File: src/rtl/pc_redirect_unit_pkg.sv
// pc_redirect_unit_pkg: shared fetch-side types and constants for the segmented core
package pc_redirect_unit_pkg;
    typedef enum logic [1:0] {BOOT, RUN, HALT} fetch_state_t;
    localparam int CORE_XLEN = 32;
    localparam int PC_STEP   = 4;
endpackage

File: src/rtl/pc_redirect_unit_sat_counter.sv
// pc_redirect_unit_sat_counter: CNT_W-bit counter that increments on i_en and sticks at all-ones
//   i_clk, i_rst_n : clock, async active-low reset
//   i_en           : increment request
//   o_cnt          : current count
module pc_redirect_unit_sat_counter #(
    parameter int CNT_W = 16
) (
    input  logic             i_clk,
    input  logic             i_rst_n,
    input  logic             i_en,
    output logic [CNT_W-1:0] o_cnt
);
    logic [CNT_W-1:0] r_cnt;
    always_ff @(posedge i_clk or negedge i_rst_n) begin
        if (!i_rst_n) r_cnt <= '0;
        else          r_cnt <= (i_en && r_cnt != '1) ? r_cnt + 1'b1 : r_cnt;
    end
    assign o_cnt = r_cnt;
endmodule

File: src/rtl/pc_redirect_unit.sv
// pc_redirect_unit: owns the fetch PC, applies MEM-stage redirects, squashes wrong-path slots
//   i_clk, i_rst_n      : clock, async active-low reset
//   i_mem_valid         : EX/MEM slot holds a real instruction
//   i_taken, i_target   : jump controller decision and redirect target
//   i_stall             : load-use stall (freeze PC)
//   i_imem_ready        : instruction memory accepts fetch this cycle
//   o_pc, o_fetch_valid : fetch request
//   o_flush_*           : squash pipeline registers on next edge (same cycle as redirect)
//   o_misaligned        : sticky, set by a redirect to a non word-aligned target
//   o_taken_cnt         : accepted redirects (saturating)
//   o_stall_cnt         : cycles fetch was held in RUN (saturating)
module pc_redirect_unit
    import pc_redirect_unit_pkg::*;
#(
    parameter int          XLEN     = CORE_XLEN,
    parameter logic [31:0] RESET_PC = 32'h0000_0000,
    parameter int          CNT_W    = 16
) (
    input  logic             i_clk,
    input  logic             i_rst_n,
    input  logic             i_mem_valid,
    input  logic             i_taken,
    input  logic [XLEN-1:0]  i_target,
    input  logic             i_stall,
    input  logic             i_imem_ready,
    output logic [XLEN-1:0]  o_pc,
    output logic             o_fetch_valid,
    output logic             o_flush_if_id,
    output logic             o_flush_id_ex,
    output logic             o_flush_ex_mem,
    output logic             o_misaligned,
    output logic [CNT_W-1:0] o_taken_cnt,
    output logic [CNT_W-1:0] o_stall_cnt
);
    fetch_state_t    r_state;
    logic [XLEN-1:0] r_pc;
    logic            r_fetch_valid;
    logic            r_misaligned;
    logic            w_run;
    logic            w_redirect;
    logic            w_bad_tgt;
    logic            w_hold;

    assign w_run      = (r_state == RUN);
    assign w_redirect = w_run & i_mem_valid & i_taken;
    assign w_bad_tgt  = |i_target[1:0];
    // Redirect overrides a held fetch: imem is stateless, so abandoning the request is safe.
    assign w_hold     = i_stall | ~i_imem_ready;

    always_ff @(posedge i_clk or negedge i_rst_n) begin
        if (!i_rst_n) begin
            r_state       <= BOOT;
            r_pc          <= XLEN'(RESET_PC);
            r_fetch_valid <= 1'b0;
            r_misaligned  <= 1'b0;
        end else begin
            case (r_state)
                BOOT: begin
                    r_state       <= RUN;
                    r_fetch_valid <= 1'b1;
                end
                RUN: begin
                    if (w_redirect) begin
                        // Misaligned target still loads the PC so debug can see it.
                        r_pc <= i_target;
                        if (w_bad_tgt) begin
                            r_state       <= HALT;
                            r_fetch_valid <= 1'b0;
                            r_misaligned  <= 1'b1;
                        end
                    end else if (!w_hold) begin
                        r_pc <= r_pc + XLEN'(PC_STEP);
                    end
                end
                default: r_fetch_valid <= 1'b0;
            endcase
        end
    end

    assign o_pc           = r_pc;
    assign o_fetch_valid  = r_fetch_valid;
    assign o_misaligned   = r_misaligned;
    assign o_flush_if_id  = w_redirect;
    assign o_flush_id_ex  = w_redirect;
    assign o_flush_ex_mem = w_redirect;

    pc_redirect_unit_sat_counter #(.CNT_W(CNT_W)) u_taken_cnt (
        .i_clk   (i_clk),
        .i_rst_n (i_rst_n),
        .i_en    (w_redirect & ~w_bad_tgt),
        .o_cnt   (o_taken_cnt)
    );

    pc_redirect_unit_sat_counter #(.CNT_W(CNT_W)) u_stall_cnt (
        .i_clk   (i_clk),
        .i_rst_n (i_rst_n),
        .i_en    (w_run & ~w_redirect & w_hold),
        .o_cnt   (o_stall_cnt)
    );
endmodule

File: config.mk
export PLATFORM = sky130hd
export DESIGN_NAME = pc_redirect_unit
export DESIGN_NICKNAME = d
export VERILOG_FILES = /design/src/rtl/pc_redirect_unit_pkg.sv /design/src/rtl/pc_redirect_unit_sat_counter.sv /design/src/rtl/pc_redirect_unit.sv
export SDC_FILE = /design/constraint.sdc
export NUM_CORES = 1
export LEC_CHECK = 0
export CAP_MARGIN = 25
export CORE_MARGIN = 5
export CORE_UTILIZATION = 50
export DETAILED_ROUTE_END_ITERATION = 10
export GPL_TIMING_DRIVEN = 0
export PLACE_DENSITY = 0.94
export SYNTH_ARGS = -nofsm -noshare
export SYNTH_HDL_FRONTEND = slang
export SYNTH_HIERARCHICAL = 1
export SYNTH_SLANG_ARGS = --single-unit
export TNS_END_PERCENT = 30
File: constraint.sdc
create_clock -name i_clk -period 6.2 [get_ports i_clk]
set_input_delay 0.62 -clock i_clk [delete_from_list [all_inputs] [get_ports i_clk]]
set_output_delay 0.62 -clock i_clk [all_outputs]
set_load 0.1 [all_outputs]
Word-level counts from Yosys, hierarchy flattened
Index checks and enable logic that the tools add are counted.

storage, ports and cells
  input bits = 38
  register bits after elaboration = 68

cells by class
  bitwise gates (word level) = 9
  muxes and demuxes = 8
  reduce and logical (&&, ||, !) cells = 9
  $add $sub $neg = 3
  equality and inequality tests = 6

operators by type and width
  kind                                                                   number
  32-bit two-way mux                                                     2
  16-bit by 1-bit adder with 16-bit output, second input constant        2
  32-bit by 3-bit adder with 32-bit output, second input constant        1
  16-bit != test, second input constant                                  2
  3-bit AND reduction                                                    2
  1-bit AND                                                              5
  2-bit two-way mux                                                      2
  2-bit by 1-bit != test with 1-bit output, second input constant        2
  2-bit one-hot mux with 2 select lines                                  1
  2-bit AND reduction                                                    2
  1-bit NOT                                                              3
  2-bit by 1-bit equality test with 1-bit output, second input constant  1
  1-bit logical AND                                                      2
  2-bit logical NOT                                                      1
  1-bit two-way mux                                                      2
  2-bit != test, second input constant                                   1
  1-bit one-hot mux with 2 select lines                                  1
  2-bit nonzero test                                                     1
  2-bit OR reduction                                                     1
  1-bit bitwise OR                                                       1

Depth between registers and ports, before layout
  word-level depth = 7
  depth in mapped cells = 9
  gate-level depth less buffers = 7

Cells and area by module
The synthesis kept the hierarchy.

by module, submodules not included
  module                        instances  area an instance (um^2)  cells an instance
  pc_redirect_unit              1          2,179.6                  259
  pc_redirect_unit_sat_counter  2          859.6                    72

Least setup slack after synthesis
No wires, ideal clock.

  kind = input-to-output
  from = in i_taken
  to = out o_flush_id_ex
  arrival = 2.540 ns
  cell stages on the path = 5
  setup slack = 3.040 ns
  buffers on the path = 2
  cell sequence = and2_1 nand2_1 inv_1 clkbuf_1 buf_4

between the ends
  longest elaborated chain between the ends = 1

ends and longest elaborated chain
  what                RTL line                RTL
  start: declaration  pc_redirect_unit.sv:22  input logic i_taken,
  1-bit AND           pc_redirect_unit.sv:45  assign w_redirect = w_run & i_mem_valid & i_taken;
  end: declaration    pc_redirect_unit.sv:29  output logic o_flush_id_ex,

Every way passes these cells.

Worst setup path in the final report
  from = in i_taken
  to = out o_flush_if_id

between the ends
  longest elaborated chain between the ends = 1

ends and longest elaborated chain
  what              RTL line                RTL
  1-bit AND         pc_redirect_unit.sv:45
  end: declaration  pc_redirect_unit.sv:28  output logic o_flush_if_id,

Every way passes these cells.

==> impl_results.md <==
* Most frequent cell after synthesis: dfrtp_1
* DRC at 0
* Gr usage total at 0.235
* First-pass GRT wire length at 18.6 mm
* FF+latch count, synth at 68
* Number of clock sinks at 68
* Crit path buf inv count at 5
* Leakage at approximately 2.1 nW
* Final setup vio count at 0
* Worst skew pair latency at 0.34 ns
* Hpwl dp at 8.28 mm
* CP Cell Sequence: clkdlybuf4s50_1 > and2_1 > nand2_1 > inv_1 > clkbuf_1 > buf_4 > clkdlybuf4s50_1
* Cell Rows at 32
* WL final at 11.3 mm
* Synth cell types at 57
* Drt pass-1 iters at 5
* Status: finished clean
* Cell family with most CP delay: buffers and inverters
* Sequential fraction of the synthesis area at 0.436
* CP Launch Type: input pin
* R2R setup slack at 3.13 ns
* Total placed cells including tap cells at 611
* Area Overhead vs Synth at 35.1%
* WHS at 0.390 ns
* Fmax at about 240 MHz
* Post-synthesis cell count at between 400 and 500
* Final hold vios at 0
* Max-slew headroom at 0.331
* Chip height at 98.3 um
* ANT nets after route at 0
* Share of cells above drive strength 1 at 0.0990
* CTS Buf Count at 9
* Required time of the critical path at 5.58 ns
* Synth Area per Inst at approximately 9.7 um2
* Gr ovfl total at 0
* Synth warn at 6
* Syn_nets at 444
* Least-Margin Pin Slew at 1.00 ns
* Post-CTS Setup Bufs at 0
* Via/cell ratio at 6.22
* Clock skew at 0.00273 ns
* Pin count of the biggest net entering global routing at 69
* Initial DRC Count at 191
* Post-route minimum period at 4.13 ns
* Hold WC Path Type: input pin to asynchronous set/reset pin
* Vias in the first global route at around 3800
* Top cell by count, worst path: clkdlybuf4s50_1
* R2r endpoint: u_taken_cnt/o_cnt[14]
* Final #Nets at roughly 560
* R2R cell count at 9
* CP Capture Type: primary output
* Setup Crit Path Kind: input pin to primary output
* Area of the mapped netlist at around 4000 um2
* Setup_tns at 0 ns
* Fin cells at 627
* RSZ-0062 raised after global routing: no
* Input/output buffers at 106
* RR Startpoint: r_state[1]
* Hold_buf cts at 0
* Routed length per instance at 18.1 um
* Synth cell count leaders: dfrtp_1, nand2_1, nand3_1
* Max-slew violation count at 0
* Max_cap viols at 0
* Core Area at 7650 um2
* Data arrival time of the worst path at between 3 and 4 ns
* I/O pins at 107
* VDD IR-drop max at 0.339 mV
* TritonCTS clock tree: done
* Synth top area cells: dfrtp_1, nand4_1, nand3_1
* Initial antenna violation count at 0
* Highest net fanout along the worst path at 12
* Post-synth top flop: dfrtp_1
* Via count at 3901
* P per Cell Area at about 440 nW/um2
* Ys async rst share at 1.00
* Ant diodes at 0
* EDFF count, synth at 0
* Die width at around 98 um
* Share of the synthesized area in the top cell type at 0.436
* Crit-path slowest cell: clkdlybuf4s50_1
* Clock root buffer: clkbuf_8
* Gpl congestion at between 0.9 and 1
* Synth area leader: dfrtp_1
* PostCTS Resize Cnt at 0
* Fin crit share at 0.666
* Initial core utilization at 0.510
* Worst path max stage delay at 1.12 ns
* H-tree depth at 3
* Clock slew at reported path FFs at around 0.070 ns
* CTS max path bufs at 2
* Die footprint at 9660 um2
## worst max path at each step
stage	slack (ns)	from	endpoint	cells past startpoint
after floorplan	3.04	i_taken	o_flush_id_ex	5
after global placement	2.14	i_taken	o_flush_if_id	7
after detailed placement	2.12	i_taken	o_flush_if_id	7
after CTS	2.11	i_taken	o_flush_if_id	7
after global routing	1.84	i_mem_valid	o_flush_if_id	7
final	2.07	i_taken	o_flush_if_id	7
## logic make-up (layout without fill, tap and decap cells)
kind of cell | after synthesis | count (layout) | share of synthesized area
AOI/OAI and AO/OA | 104 | 104 | 0.181
and+or+nand+nor | 188 | 188 | 0.306
muxes | 4 | 4 | 0.0109
xor gates and xnor gates | 14 | 14 | 0.0314
DFF | 68 | 68 | 0.436
adders and majority gates | 3 | 3 | 0.00963
buffers and inverters | 22 | 144 | 0.0250
## state kept, by name, summed over array words and instances, names as in the netlist
register / flops
u_taken_cnt/o_cnt: 16
u_stall_cnt/o_cnt: 16
o_fetch_valid: 1
r_state: 2
o_pc: 32
o_misaligned: 1
## final cells by class
cell class / instances / area (um2)
clock inverters: 6 / 55.1
clock buffers: 10 / 128
multi-input cells: 313 / 2100
well taps: 102 / 128
fillers: 561 / 2380
plain buffers: 16 / 75.1
flip-flops and latches: 68 / 1700
inverters: 6 / 22.5
repair buffers: 106 / 1060
## cells in the final DEF (no fill, tap or decap), drive strengths merged, types with 3 or more instances in the layout
cell type      netlist  layout
or3                  3       3
clkinv               0       5
and3                12      12
a221o                3       3
inv                  6       6
a31oi               10      10
o21a                12      12
clkdlybuf4s50        0     105
nor3                11      11
buf                  4       5
xor2                 4       4
a21oi               24      24
o21ai               20      20
nand2               41      41
o31ai                3       3
o311ai               4       4
xnor2               10      10
o211ai               3       3
nor2                24      24
dfrtp               68      68
nand4               32      32
nand3               37      37
nor4                 9       9
clkbuf              12      22
o22ai                5       5
a22oi                8       8
and2                 3       3
and4                 7       7
ha                   3       3
## worst register-to-register path, cell delays in order (launching register included)
cell and delay (ns):
dfrtp_1 0.42, nor2b_1 0.21, nand2_1 0.20, clkbuf_1 0.30
clkbuf_1 0.33, nor3_1 0.59, nand2_1 0.32, nor4_4 0.27
nand4_1 0.17, xnor2_1 0.15
## per-stage QoR
stage          utilization  setup WS, ns  instance area [um2]  power [mW]
5_1_grt              0.689          1.84                 5270        2.40
6_report             0.689          2.07                 5270        2.32
2_1_floorplan            -          3.04                 3900        1.62
3_5_place_dp         0.665          2.12                 5080        1.97
4_1_cts              0.689          2.11                 5270        2.32
3_3_place_gp         0.665          2.14                 5090        1.94
## power breakdown
group          switching (mW)  internal [mW]
Clock                   0.172          0.182
Sequential              0.155          0.544
Combinational           0.968          0.298
## metal layers
metal | global-route usage | routed length, um | up-vias
li1 | - | - | 1788
met3 | 0.0550 | 1020 | 28
met4 | 0.102 | 278 | 0
met5 | 0 | 0 | -
met2 | 0.389 | 5650 | 233
met1 | 0.292 | 4400 | 1852
(Power assumes the default switching activity.)
